## src/rtl/alu_dispatch_if.sv

```systemverilog
// Request/response bundle for alu_dispatch: start/op/operands in, handshake plus result and flags out.
interface alu_dispatch_if #(
  parameter int unsigned WIDTH = 8
);
  logic             start;
  logic [1:0]       op;
  logic [WIDTH-1:0] a;
  logic [WIDTH-1:0] b;
  logic             ready;
  logic             done;
  logic [WIDTH-1:0] result_hi;
  logic [WIDTH-1:0] result_lo;
  logic             carry;
  logic             overflow;
  logic             zero;
  logic             err;

  modport master (
    output start, op, a, b,
    input  ready, done, result_hi, result_lo, carry, overflow, zero, err
  );

  modport slave (
    input  start, op, a, b,
    output ready, done, result_hi, result_lo, carry, overflow, zero, err
  );
endinterface

```

## src/rtl/alu_dispatch.sv

```systemverilog
// Multi-cycle ADD/SUB/MUL/NEG unit with start/ready/done handshake and registered flags.
// Define ALU_DISPATCH_MUL_EN to build the sequential radix-2 Booth multiplier.
module alu_dispatch #(
  parameter int unsigned WIDTH = 8
) (
  input  logic          clk,
  input  logic          rst_n,
  alu_dispatch_if.slave bus_io
);

  localparam logic [1:0] OpAdd = 2'd0;
  localparam logic [1:0] OpSub = 2'd1;
  localparam logic [1:0] OpMul = 2'd2;
  localparam logic [1:0] OpNeg = 2'd3;

  localparam logic [WIDTH-1:0] MinNeg = WIDTH'(1) << (WIDTH - 1);

  typedef enum logic [1:0] {StIdle, StCalc, StMulIter} state_e;

  state_e           state_q;
  logic [1:0]       op_q;
  logic [WIDTH-1:0] a_q;
  logic [WIDTH-1:0] b_q;
  logic             ready_q;
  logic             done_q;
  logic [WIDTH-1:0] hi_q;
  logic [WIDTH-1:0] lo_q;
  logic             carry_q;
  logic             ovf_q;
  logic             zero_q;
  logic             err_q;

  logic [WIDTH-1:0] calc_hi;
  logic [WIDTH-1:0] calc_lo;
  logic             calc_carry;
  logic             calc_ovf;
  logic             calc_err;
  logic [WIDTH:0]   sum;

`ifdef ALU_DISPATCH_MUL_EN
  localparam int unsigned CntW = $clog2(WIDTH + 1);

  // One guard bit on the accumulator keeps A +/- M exact even for M = most-negative.
  logic [WIDTH:0]   acc_q;
  logic [WIDTH:0]   booth_sum;
  logic [WIDTH:0]   m_ext;
  logic [WIDTH-1:0] mq_q;
  logic             qm1_q;
  logic [CntW-1:0]  cnt_q;
  logic             booth_last;

  assign m_ext      = {a_q[WIDTH-1], a_q};
  assign booth_last = (cnt_q == CntW'(WIDTH - 1));

  always_comb begin
    booth_sum = acc_q;
    case ({mq_q[0], qm1_q})
      2'b01:   booth_sum = acc_q + m_ext;
      2'b10:   booth_sum = acc_q - m_ext;
      default: booth_sum = acc_q;
    endcase
  end
`endif

  always_comb begin
    calc_hi    = '0;
    calc_lo    = '0;
    calc_carry = 1'b0;
    calc_ovf   = 1'b0;
    calc_err   = 1'b0;
    sum        = '0;
    case (op_q)
      OpAdd: begin
        sum        = {1'b0, a_q} + {1'b0, b_q};
        calc_lo    = sum[WIDTH-1:0];
        calc_carry = sum[WIDTH];
        calc_ovf   = (a_q[WIDTH-1] == b_q[WIDTH-1]) && (sum[WIDTH-1] != a_q[WIDTH-1]);
      end
      OpSub: begin
        sum        = {1'b0, a_q} + {1'b0, ~b_q} + (WIDTH + 1)'(1);
        calc_lo    = sum[WIDTH-1:0];
        calc_carry = sum[WIDTH];
        calc_ovf   = (a_q[WIDTH-1] != b_q[WIDTH-1]) && (sum[WIDTH-1] != a_q[WIDTH-1]);
      end
      OpNeg: begin
        calc_lo  = ~a_q + WIDTH'(1);
        calc_ovf = (a_q == MinNeg);
      end
      OpMul: begin
`ifdef ALU_DISPATCH_MUL_EN
        calc_hi  = acc_q[WIDTH-1:0];
        calc_lo  = mq_q;
        // Product fits in WIDTH bits only if hi is pure sign extension of lo.
        calc_ovf = (acc_q[WIDTH-1:0] != {WIDTH{mq_q[WIDTH-1]}});
`else
        calc_err = 1'b1;
`endif
      end
      default: calc_err = 1'b1;
    endcase
  end

  always_ff @(posedge clk or negedge rst_n) begin
    if (!rst_n) begin
      state_q <= StIdle;
      op_q    <= OpAdd;
      a_q     <= '0;
      b_q     <= '0;
      ready_q <= 1'b1;
      done_q  <= 1'b0;
      hi_q    <= '0;
      lo_q    <= '0;
      carry_q <= 1'b0;
      ovf_q   <= 1'b0;
      zero_q  <= 1'b1;
      err_q   <= 1'b0;
`ifdef ALU_DISPATCH_MUL_EN
      acc_q   <= '0;
      mq_q    <= '0;
      qm1_q   <= 1'b0;
      cnt_q   <= '0;
`endif
    end else begin
      case (state_q)
        StIdle: begin
          done_q <= 1'b0;
          if (bus_io.start) begin
            op_q    <= bus_io.op;
            a_q     <= bus_io.a;
            b_q     <= bus_io.b;
            ready_q <= 1'b0;
`ifdef ALU_DISPATCH_MUL_EN
            if (bus_io.op == OpMul) begin
              state_q <= StMulIter;
              acc_q   <= '0;
              mq_q    <= bus_io.b;
              qm1_q   <= 1'b0;
              cnt_q   <= '0;
            end else begin
              state_q <= StCalc;
            end
`else
            state_q <= StCalc;
`endif
          end
        end
        StMulIter: begin
`ifdef ALU_DISPATCH_MUL_EN
          // Arithmetic shift right of {A, Q, q-1} after the add/sub step.
          acc_q <= {booth_sum[WIDTH], booth_sum[WIDTH:1]};
          mq_q  <= {booth_sum[0], mq_q[WIDTH-1:1]};
          qm1_q <= mq_q[0];
          cnt_q <= cnt_q + CntW'(1);
          if (booth_last) begin
            state_q <= StCalc;
          end
`else
          state_q <= StIdle;
          ready_q <= 1'b1;
`endif
        end
        StCalc: begin
          hi_q    <= calc_hi;
          lo_q    <= calc_lo;
          carry_q <= calc_carry;
          ovf_q   <= calc_ovf;
          err_q   <= calc_err;
          zero_q  <= ({calc_hi, calc_lo} == '0);
          done_q  <= 1'b1;
          ready_q <= 1'b1;
          state_q <= StIdle;
        end
        default: begin
          state_q <= StIdle;
          ready_q <= 1'b1;
          done_q  <= 1'b0;
        end
      endcase
    end
  end

  assign bus_io.ready     = ready_q;
  assign bus_io.done      = done_q;
  assign bus_io.result_hi = hi_q;
  assign bus_io.result_lo = lo_q;
  assign bus_io.carry     = carry_q;
  assign bus_io.overflow  = ovf_q;
  assign bus_io.zero      = zero_q;
  assign bus_io.err       = err_q;

endmodule

```

## src/flat_wrapper.sv

```systemverilog
// flat-port wrapper written by rule: the top's interface ports become plain ports
module alu_dispatch_flat 
#(
  parameter int unsigned WIDTH = 8
)
  (clk, rst_n, bus_io_start, bus_io_op, bus_io_a, bus_io_b, bus_io_ready, bus_io_done, bus_io_result_hi, bus_io_result_lo, bus_io_carry, bus_io_overflow, bus_io_zero, bus_io_err);
  alu_dispatch_if #(.WIDTH(WIDTH)) bus_io_i ();
  input  logic clk;
  input  logic rst_n;
  input wire logic [$bits(bus_io_i.start)-1:0] bus_io_start;
  input wire logic [$bits(bus_io_i.op)-1:0] bus_io_op;
  input wire logic [$bits(bus_io_i.a)-1:0] bus_io_a;
  input wire logic [$bits(bus_io_i.b)-1:0] bus_io_b;
  output wire logic [$bits(bus_io_i.ready)-1:0] bus_io_ready;
  output wire logic [$bits(bus_io_i.done)-1:0] bus_io_done;
  output wire logic [$bits(bus_io_i.result_hi)-1:0] bus_io_result_hi;
  output wire logic [$bits(bus_io_i.result_lo)-1:0] bus_io_result_lo;
  output wire logic [$bits(bus_io_i.carry)-1:0] bus_io_carry;
  output wire logic [$bits(bus_io_i.overflow)-1:0] bus_io_overflow;
  output wire logic [$bits(bus_io_i.zero)-1:0] bus_io_zero;
  output wire logic [$bits(bus_io_i.err)-1:0] bus_io_err;
  assign bus_io_i.start = bus_io_start;
  assign bus_io_i.op = bus_io_op;
  assign bus_io_i.a = bus_io_a;
  assign bus_io_i.b = bus_io_b;
  assign bus_io_ready = bus_io_i.ready;
  assign bus_io_done = bus_io_i.done;
  assign bus_io_result_hi = bus_io_i.result_hi;
  assign bus_io_result_lo = bus_io_i.result_lo;
  assign bus_io_carry = bus_io_i.carry;
  assign bus_io_overflow = bus_io_i.overflow;
  assign bus_io_zero = bus_io_i.zero;
  assign bus_io_err = bus_io_i.err;
  alu_dispatch #(.WIDTH(WIDTH)) u_core (.clk(clk), .rst_n(rst_n), .bus_io(bus_io_i));
endmodule
```

## config.mk

```make
export PLATFORM = sky130hd
export DESIGN_NAME = alu_dispatch_flat
export DESIGN_NICKNAME = d
export VERILOG_FILES = /design/src/rtl/alu_dispatch_if.sv /design/src/rtl/alu_dispatch.sv /design/src/flat_wrapper.sv
export SDC_FILE = /design/constraint.sdc
export NUM_CORES = 1
export LEC_CHECK = 0
export ABC_AREA = 1
export CAP_MARGIN = 10
export CORE_MARGIN = 2
export CORE_UTILIZATION = 50
export CTS_CLUSTER_SIZE = 12
export DETAILED_ROUTE_END_ITERATION = 8
export GPL_ROUTABILITY_DRIVEN = 0
export GPL_TIMING_DRIVEN = 0
export PLACE_DENSITY = 0.87
export SLEW_MARGIN = 20
export SYNTH_ARGS = -nofsm -noshare
export SYNTH_HDL_FRONTEND = slang
export SYNTH_SLANG_ARGS = --single-unit
export TNS_END_PERCENT = 30
```

## constraint.sdc

```tcl
create_clock -name clk -period 2.8 [get_ports clk]
set_input_delay 0.42 -clock clk [delete_from_list [all_inputs] [get_ports clk]]
set_output_delay 0.42 -clock clk [all_outputs]
set_load 0.05 [all_outputs]
```

==> metrics.md, run 1 <==
| Metric | Value |
|---|---|
| Worst r2r src | u_core.a_q[0] |
| Worst-skew pair later-pin latency | 0.30 ns |
| Post-synthesis cell count | 332 |
| Nature of the critical path endpoint | flop |
| Initial antenna violation count | 0 |
| Seq/Total Area, Yosys | 35.9% |
| Cell count after placement | 426 |
| CTS tree | done |
| Avg Cell Area, Syn | 6.95 um^2 |
| Hold-fix buffers at CTS | 0 |
| Row cnt | 24 |
| Post-route setup TNS | 0 ns |
| Synthesized area | 2310 um^2 |
| Core area | 4410 um^2 |
| Post-Synth Simple-Gate Area | 35.0% |
| Sink Count | 33 |
| Finish-stage setup viols | 0 |
| Crit-path cells | inv_1 -> ha_1 -> fa_1 -> inv_1 -> nand2_1 -> nand2_1 -> nand3_1 -> nand3_1 -> nand2_1 -> nor2_1 -> nand3_1 -> nor2_1 -> nand2_1 -> nand2_1 |
| Fin. max-slew vios | 0 |
| Post-Synth Adder-Cell Area | 11.0% |
| Post-Layout Cell Count | 434 |
| Post_cts resized | 0 |
| Arrival time worst endpoint | 2.35 ns |
| Layout Skew | 0.0104 ns |
| Die area | 5170 um^2 |
| Crit path launch type | flop |
| Routed WL | 5.61 mm |
| 1st-pass router iterations | 5 |
| Pwr/cell area | 710 nW/um^2 |
| Min cycle time layout | 2.11 ns |
| Xor/xnor cell area share of the yosys netlist | 0% |
| DR vias | 2,295 |
| Critical path data required time | 3.04 ns |
| First-pass GRT wire length | 9.34 mm |
| Critical Path Sink | u_core.bus_io.zero |
| Fin. Hold Viols | 0 |
| Hold slack | 0.0196 ns |
| Synthesis-to-finish area growth | 24.7% |
| Final HPWL DP | 4.28 mm |
| Compound-Gate Fraction of Synth Area | 7.43% |
| Synth top area share | 33.6% |
| Cell taking the most area after synthesis | dfrtp_1 |
| Final Power | 2.04 mW |
| Die Width | 71.9 um |
| RSZ-0062 raised after global routing | false |
| I/O Pins | 43 |
| Synth cell count leaders | 119 x nand2_1, 38 x inv_1, 35 x nand3_1 |
| Crit-path max FO | 6 |
| Ys async rst share | 100% |
| Total global routing overflow | 0 |
| Vias in the first global route | 2,119 |
| Die height | 71.9 um |
| Vias per cell | 5.29 |
| Main combinational cell family by area after synthesis | simple AND/OR/NAND/NOR gates |
| Worst hold-check path type | in -> async |
| Most numerous cell in the Yosys netlist | nand2_1 |
| H-tree levels | 2 |
| CTS root buf | clkbuf_8 |
| P_leak | 1.51 nW |
| # nets final | 421 |
| Crit. Startpoint | u_core.a_q[0] |
| Clk pin slew, worst setup/hold paths | 0.08 ns |
| Post-CTS setup buffer count | 0 |
| R2r endpoint | u_core.bus_io.zero |
| Starting Density | 52.3% |
| Worst-margin pin slew | 0.590 ns |
| R2R Setup Slk | 0.69 ns |
| Setup WS pre-CTS | 0.691 ns |
| Main synth FF type | dfrtp_1 |
| R2R cell count | 14 |
| Critical path's largest stage delay | 0.40 ns |
| Antenna diodes | 0 |
| Slowest-stage cell, CP | fa_1 |
| Top cell by count, worst path | nand2_1 |
| FMAX | 474 MHz |
| Outcome | completed |
| WL/cell | 12.9 um |
| Post-synthesis mux area share | 0% |
| Port Buffer Count | 34 |
| Final period util | 75.4% |
| FF+latch count, synth | 33 |
| Number of flops mapped to enable cells by yosys | 0 |
| GRT Util Overall | 23.2% |
| Area contributors post-synth | dfrtp_1 34%, nand2_1 19%, ha_1 9.2% |
| TritonCTS Buffers | 5 |
| Max clock buf depth | 2 |
| Max-cap viol count | 0 |
| Maximum vdd drop | 380 uV |
| Unique masters post-synth | 27 |
| Fraction of layout cells with a size suffix above 1 | 8.12% |
| Post-DRT Antenna Nets | 0 |
| YS warnings | 0 |
| Drt first-iter violations | 179 |
| Kind of critical path | reg -> reg |
| Pin count of the biggest net entering global routing | 21 |
| Final setup margin | 0.689 ns |
| Slew HR | 60.7% |
| DRC viols | 0 |
==> stage by stage <==
step           utilization [%]  cell area, um^2
3_3_place_gp              62.0             2740
5_1_grt                   65.2             2880
6_report                  65.2             2880
2_1_floorplan                -             2330
3_5_place_dp              62.6             2760
4_1_cts                   65.2             2880
==> logic make-up (layout without fill, tap and decap cells) <==
| kind of cell | Yosys count | after routing |
|---|---|---|
| AO/OA/AOI/OAI | 31 | 31 |
| other | 1 | 8 |
| adder cells (fa/ha/maj) | 19 | 19 |
| buffers and inverters | 56 | 99 |
| AND/OR/NAND/NOR | 192 | 192 |
| flip-flops | 33 | 33 |
==> registers in the layout, indices dropped and copies added (netlist names) <==
name,cells
u_core.a_q,8
u_core.bus_io.err,1
u_core.bus_io.zero,1
u_core.op_q,2
u_core.state_q,1
u_core.b_q,8
u_core.bus_io.result_lo,8
u_core.bus_io.done,1
u_core.bus_io.carry,1
u_core.bus_io.overflow,1
u_core.bus_io.ready,1
==> critical path, delay by kind of cell, from the launching register on <==
family	cells	cell delay, ns
and+or+nand+nor	10	0.93
adders and majority gates	2	0.63
DFF	1	0.35
buffers and inverters	2	0.18
==> how the worst min path moves through the flow <==
stage,from,cells after the start,slack (ns),end
floorplan,rst_n,0,0.12,u_core.a_q[0]
global placement,u_core.state_q[0],0,0.39,u_core.bus_io.done
detailed placement,rst_n,1,0.35,u_core.b_q[5]
CTS,rst_n,1,0.03,u_core.b_q[5]
global route,rst_n,1,0.05,u_core.b_q[5]
finish,rst_n,1,0.02,u_core.b_q[5]
==> routing by layer <==
layer,vias to the layer above,wire (um),global-route usage (%)
li1,1135,-,-
met1,1044,2420,30.5
met2,97,2650,37.3
met3,19,375,5.28
met4,0,163,9.64
met5,-,0,0
==> final cells by class <==
cell class              instances  area, um^2
plain buffers                  14        85.1
clock buffers                   7        86.3
clock inverters                 1        30.0
fillers                       379        1540
inverters                      42         158
multi-input cells             250        1260
flip-flops and latches         33         828
well taps                      52        65.1
repair buffers                 35         363
==> placed cells by master, fill, tap and decap left out, types with 3 or more instances in the layout <==
cell and n:
nand4_1 4, clkbuf_8 6, nor3_1 5, inv_1 38, clkdlybuf4s50_1 33, buf_4 8
conb_1 8, dfrtp_1 31, inv_2 4, nor2_1 19, buf_2 3, clkbuf_1 5
nand2_1 119, a21oi_1 5, o21ai_0 21, nand3_1 35, ha_1 17
==> power breakdown <==
| group | switching [mW] | leakage [nW] | total [mW] | internal, mW |
|---|---|---|---|---|
| Sequential | 0.0704 | 0.406 | 0.634 | 0.563 |
| Clock | 0.192 | 0.0585 | 0.482 | 0.290 |
| Combinational | 0.611 | 1.04 | 0.928 | 0.317 |
| Total | 0.873 | 1.51 | 2.04 | 1.17 |
Note: power is estimated with default switching activity, not from simulation.
==> inputs of run 2 (changes only) <==
--- a/config.mk
+++ b/config.mk
@@ -8,12 +8,12 @@
 export ABC_AREA = 1
 export CAP_MARGIN = 10
 export CORE_MARGIN = 2
-export CORE_UTILIZATION = 50
+export CORE_UTILIZATION = 47
 export CTS_CLUSTER_SIZE = 12
 export DETAILED_ROUTE_END_ITERATION = 8
 export GPL_ROUTABILITY_DRIVEN = 0
 export GPL_TIMING_DRIVEN = 0
-export PLACE_DENSITY = 0.87
+export PLACE_DENSITY = 0.86
 export SLEW_MARGIN = 20
 export SYNTH_ARGS = -nofsm -noshare
 export SYNTH_HDL_FRONTEND = slang
==> constraint.sdc (replaced) <==
create_clock -name clk -period 1.75 [get_ports clk]
set_input_delay 0.2625 -clock clk [delete_from_list [all_inputs] [get_ports clk]]
set_output_delay 0.2625 -clock clk [all_outputs]
set_load 0.05 [all_outputs]
==> metrics.md, run 2 (synthesized netlist as in run 1, its figures left out) <==
| Metric | Value |
|---|---|
| Outcome | finished with violations |
| Failing checks | setup timing |
| Antenna diodes | 0 |
| Vias in the first global route | 2,122 |
| Crit. Startpoint | u_core.a_q[0] |
| FMAX | 510 MHz |
| Post-Layout Cell Count | 455 |
| Fin. max-slew vios | 0 |
| Initial antenna violation count | 0 |
| Die area | 5490 um^2 |
| Crit-path max FO | 3 |
| Synthesis-to-finish area growth | 33.5% |
| Design area | 3080 um^2 |
| Crit path launch type | flop |
| Worst-skew pair later-pin latency | 0.30 ns |
| Pin count of the biggest net entering global routing | 21 |
| Nature of the critical path endpoint | flop |
| H-tree levels | 2 |
| Kind of critical path | reg -> reg |
| Final period util | 112% |
| Switching pwr | 1.48 mW |
| Pwr/cell area | 1060 nW/um^2 |
| Post-route setup TNS | -0.568 ns |
| GRT Util Overall | 22.9% |
| Starting Density | 48.8% |
| I/O Pins | 43 |
| DR vias | 2,305 |
| CTS tree | done |
| Final setup margin | -0.209 ns |
| CTS root buf | clkbuf_8 |
| Routed WL | 5.90 mm |
| Crit-path cells | buf_4 -> ha_2 -> inv_2 -> fa_2 -> inv_2 -> nand2_1 -> nand3_1 -> nand3_1 -> nor3_2 -> nand3_1 -> nor2_1 -> nand2_1 -> nand2_1 |
| Leading cell type in the layout, fill and taps excluded | nand2_1 |
| Hold slack | 0.411 ns |
| Die Width | 74.1 um |
| Min cycle time layout | 1.96 ns |
| Core Util, Final | 65.2% |
| Max-cap viol count | 0 |
| Slowest-stage cell, CP | dfrtp_1 |
| Fin. Hold Viols | 0 |
| First-pass GRT wire length | 9.55 mm |
| Critical path data required time | 1.99 ns |
| Int Power | 1.78 mW |
| Die height | 74.1 um |
| Post-DRT Antenna Nets | 0 |
| RSZ-0062 raised after global routing | true |
| Arrival time worst endpoint | 2.20 ns |
| Switching Share | 45.3% |
| Buf+Inv Stages, Crit Path | 3 |
| Setup WS pre-CTS | -0.317 ns |
| FILL cells | 415 |
| Worst hold-check path type | in -> async |
| # nets final | 427 |
| Sequential group share of total power | 31.5% |
| Worst r2r src | u_core.a_q[0] |
| Core area | 4720 um^2 |
| Layout Skew | 0.0139 ns |
| Cell count after placement | 441 |
| Drt first-iter violations | 202 |
| Clk pin slew, worst setup/hold paths | 0.08 ns |
| Clock power share | 17.9% |
| Max clock buf depth | 2 |
| Finish-stage setup viols | 5 |
| DRC viols | 0 |
| TritonCTS Buffers | 5 |
| Sink Count | 33 |
| Worst-margin pin slew | 0.561 ns |
| P_leak | 1.62 nW |
| Critical path's largest stage delay | 0.38 ns |
| WL/cell | 13.0 um |
| 1st-pass router iterations | 4 |
| Final HPWL DP | 4.37 mm |
| Slew HR | 62.5% |
| Fraction of layout cells with a size suffix above 1 | 19.1% |
| Most frequent cells in the layout | 113 x nand2_1, 31 x inv_1, 31 x nand3_1 |
| Combinational cell fraction of total power | 50.6% |
| Crit path max-delay family | simple AND/OR/NAND/NOR gates |
| Final Power | 3.26 mW |
| Placed Area | 2780 um^2 |
| Maximum vdd drop | 646 uV |
| Total global routing overflow | 0 |
| Port Buffer Count | 34 |
| Vias per cell | 5.07 |
| Row cnt | 25 |
-- run 2: changes by cell type in the layout (fill, tap and decap cells not counted), sizes merged --
cell           previous run  this run
dlygate4sd3               0         1
bufinv                    1         0
dlygate4sd2               0         3
clkinv                    0         2
dlymetal6s2s              0         5
clkdlybuf4s50            33        25
clkbuf                   11         9
clkinvlp                  0         1
buf                      12        17
-- run 2: path summary, 6_finish.rpt --
check | to | slack [ns] | cells after the start
worst max-delay path | u_core.bus_io.zero | -0.21 | 13
worst min-delay path | u_core.b_q[6] | 0.41 | 2
worst max register to register | u_core.bus_io.zero | -0.21 | 13
worst min register to register | u_core.bus_io.done | 0.41 | 0
max in group asynchronous | u_core.bus_io.ready | 0.82 | 3
min in group clk | u_core.bus_io.done | 0.41 | 0
-- run 2: area by class of cell --
type,count,area [um^2],share of cell area (%)
Multi-Input combinational cell,250,1410,45.8
Buffer,13,81.3,2.64
Timing Repair Buffer,42,427,13.9
Clock buffer,5,68.8,2.23
Clock inverter,3,17.5,0.569
Inverter,42,158,5.12
Tap cell,67,83.8,2.72
Sequential cell,33,833,27.1
-- run 2: what timing repair did --
action	CTS	global route
hold buffers	1	0
gates resized for setup	19	32
endpoints found under the setup margin	9	25
setup buffers	1	5
hold endpoints to repair	13	0
pin swaps	5	6
-- run 2: worst register-to-register path, stage by stage (launching register included) --
cell	delay, ns
dfrtp_1	0.38
buf_4	0.13
ha_2	0.18
inv_2	0.04
fa_2	0.34
inv_2	0.08
nand2_1	0.05
nand3_1	0.06
nand3_1	0.13
nor3_2	0.19
nand3_1	0.10
nor2_1	0.11
nand2_1	0.06
nand2_1	0.06
-- run 2: power by group through the flow --
stage	clock, mW	sequential, mW	combinational, mW
3_5_place_dp	0	1.03	1.47
3_3_place_gp	0	1.02	1.43
2_1_floorplan	0	1.29	0.775
4_1_cts	0.587	1.02	1.52
5_1_grt	0.620	1.04	1.82
6_report	0.582	1.03	1.65
-- run 2: per-layer routing --
metal | share of wire, % | wire length [um] | track usage [%] | vias to the layer above
li1 | - | - | - | 1142
met1 | 40 | 2380 | 29.4 | 1069
met2 | 51 | 2990 | 39.5 | 79
met3 | 6.9 | 405 | 4.88 | 15
met4 | 2.0 | 115 | 5.86 | 0
met5 | 0 | 0 | 0 | -
==> RTL edit, RTL diff (config.mk and constraints of run 2) <==
Re-encode `state_e` (3 states) as one-hot, 3 bits wide.
--- a/src/rtl/alu_dispatch.sv
+++ b/src/rtl/alu_dispatch.sv
@@ -15,7 +15,7 @@
 
   localparam logic [WIDTH-1:0] MinNeg = WIDTH'(1) << (WIDTH - 1);
 
-  typedef enum logic [1:0] {StIdle, StCalc, StMulIter} state_e;
+  typedef enum logic [2:0] {StIdle = 3'b001, StCalc = 3'b010, StMulIter = 3'b100} state_e;
 
   state_e           state_q;
   logic [1:0]       op_q;
Behaviour: no difference found for any inputs over 10 cycles, from zero or initial values and one cycle with rst_n low; not proved beyond that.
==> RTL edit against run 2 <==
  * The flow still finishes with violations (negative setup slack)
  * Synthesized cell count fell by 0.30%
  * Sequential share of layout area fell by 0.70 points
  * Setup slack got worse by 0.015 ns
  * Cell count did not move
  * Area after synthesis rose by 1.2%
  * Sequential cell count did not move
  * Wire length rose by 6.8%
  * Power rose by 40%
  * Design area rose by 2.8%
  * Largest cell class unchanged
  * Largest power group unchanged
==> RTL edit: results (changes against run 2) <==
** GRT
- The wire length of the first global-routing pass is 9156 microns (-4.1%).
- The global router's overall resource usage is 21.81% (-1.1 points).
- Vias in the first global route :: 2,080 (-2.0%)
- The largest net degree at the start of global routing was 25 (+19%).

** Timing
- The final-report setup violation count came to 4 (-1).
- Worst clock skew on the final layout :: 0.003363 ns (-0.01058 ns)
- The setup slack of the critical path after layout came to -0.2239 ns (-0.01469 ns).
- Min Hold Slack :: 0.3896 ns (-0.02111 ns)

** Detailed routing
- Total wirelength of the detailed-routed design :: 6295 microns (+6.8%)
- The starting DRC count in detailed routing is 155 (-23%).
- Vias per Instance :: 5.125 (+1.2%)

** Outcome
- The checks that failed: negative setup slack.
- The run finished, with violations left.

** Power and ir drop
- The power share of the clock group is 16.8% (-1.1 points).
- The largest vdd supply drop is 0.8201 mV (+27%).
- The clock group power is 0.000763 W (+31%).
- Combinational group power :: 0.00263 W (+59%)
- The leakage power of the design was 1.625 nW (+0.34%).
- Net Sw Frac :: 47.02% (+1.7 points)

** Layout
- Proportion of layout cells with a drive suffix above 1 :: 21.65% (+2.6 points)
- The non-clock buffer share of cell area was 16.60% (+0.10 points).
- The fill cell instance count of the final layout came to 391 (-5.8%).
- The count of clock-net buffers in the final layout came to 7 (+2).
- The share of final layout cell area taken by clock buffers and inverters is 3.676% (+0.87 points).
- Multi-input logic portion of the cell area :: 45.73% (-0.063 points)
- Register area :: 834.6 sq um (+0.15%)
- The multi-input gate count was 249 (-0.40%).

** Critical path
- Cells on worst reg2reg path :: 12 (-1)
- The arrival time at the worst endpoint came to 2.22 ns (+0.02 ns).
- Highest cell delay on the worst timing path :: 0.40 ns (+0.02 ns)
- Cell type of the slowest stage on the worst timing path :: sky130_fd_sc_hd__dfrtp_2
- The startpoint identified for the worst register-to-register timing path is u_core.b_q[0].

** Clocking
- Setup fix buffers added after clock tree synthesis :: 3 (+2)
- The post-cts resize count was 22 (+3).

** Synthesis
- By count the netlist is led by sky130_fd_sc_hd__nand2_1, sky130_fd_sc_hd__inv_1, sky130_fd_sc_hd__nand3_1.
- Leading cell types by total area after synthesis :: sky130_fd_sc_hd__dfrtp_1, sky130_fd_sc_hd__nand2_1, sky130_fd_sc_hd__ha_1
- Synthesized netlist cell count :: 331 (-0.30%)
- The count of distinct cell types in the synthesized netlist came to 28 (+3.7%).

** Placed design
- Instance count after placement with tap cells included :: 440 (-0.23%)
- DP HPWL :: 4366 microns (about the same)
RTL edit: cell count changes in the layout (fill, tap and decap cells not counted), moves of 3 or more:
cell,delta
sky130_fd_sc_hd__nand3_2,+4
sky130_fd_sc_hd__nand2_1,-6
sky130_fd_sc_hd__nand2_2,+4
sky130_fd_sc_hd__nand3_1,-3
RTL edit: worst max-delay path by stage:
stage	startpoint	to	slack (ns)	cells after the start
3_3_place_gp	rst_n	u_core.b_q[1]	-0.27	1
5_1_grt	u_core.b_q[0]	u_core.bus_io.zero	-0.37	12
2_1_floorplan	u_core.a_q[5]	u_core.bus_io.overflow	0.003	11
4_1_cts	u_core.a_q[6]	u_core.bus_io.overflow	-0.15	10
3_5_place_dp	u_core.a_q[0]	u_core.bus_io.zero	-0.25	14
6_report	u_core.b_q[0]	u_core.bus_io.zero	-0.22	12
RTL edit: layer usage:
layer / vias up / wire length, microns / global-route usage (%) / part of all wire (%)
met5: - / 0 / 0 / 0
met4: 0 / 142 / 9.127 / 2.3
met3: 14 / 351 / 4.472 / 5.6
met2: 81 / 3315 / 38.35 / 53
met1: 1098 / 2486 / 25.85 / 39
li1: 1139 / - / - / -
RTL edit: logic make-up after synthesis:
| group | count (synthesis) | synth area share, % |
|---|---|---|
| AO/OA/AOI/OAI | 31 | 7.985 |
| adder cells (fa/ha/maj) | 19 | 10.83 |
| buffers and inverters | 56 | 10.93 |
| flip-flops | 33 | 35.48 |
| other | 1 | 0.1606 |
| AND/OR/NAND/NOR | 191 | 34.62 |
RTL edit: per-stage QoR:
stage	cell area [sq um]	setup WS [ns]	util [%]
final	3166	-0.2239	66.58
after global routing	3166	-0.3674	66.58
after CTS	3024	-0.1494	63.61
after detailed placement	2810	-0.2486	59.11
after global placement	2788	-0.2731	58.63
after floorplan	2364	0.003370	-
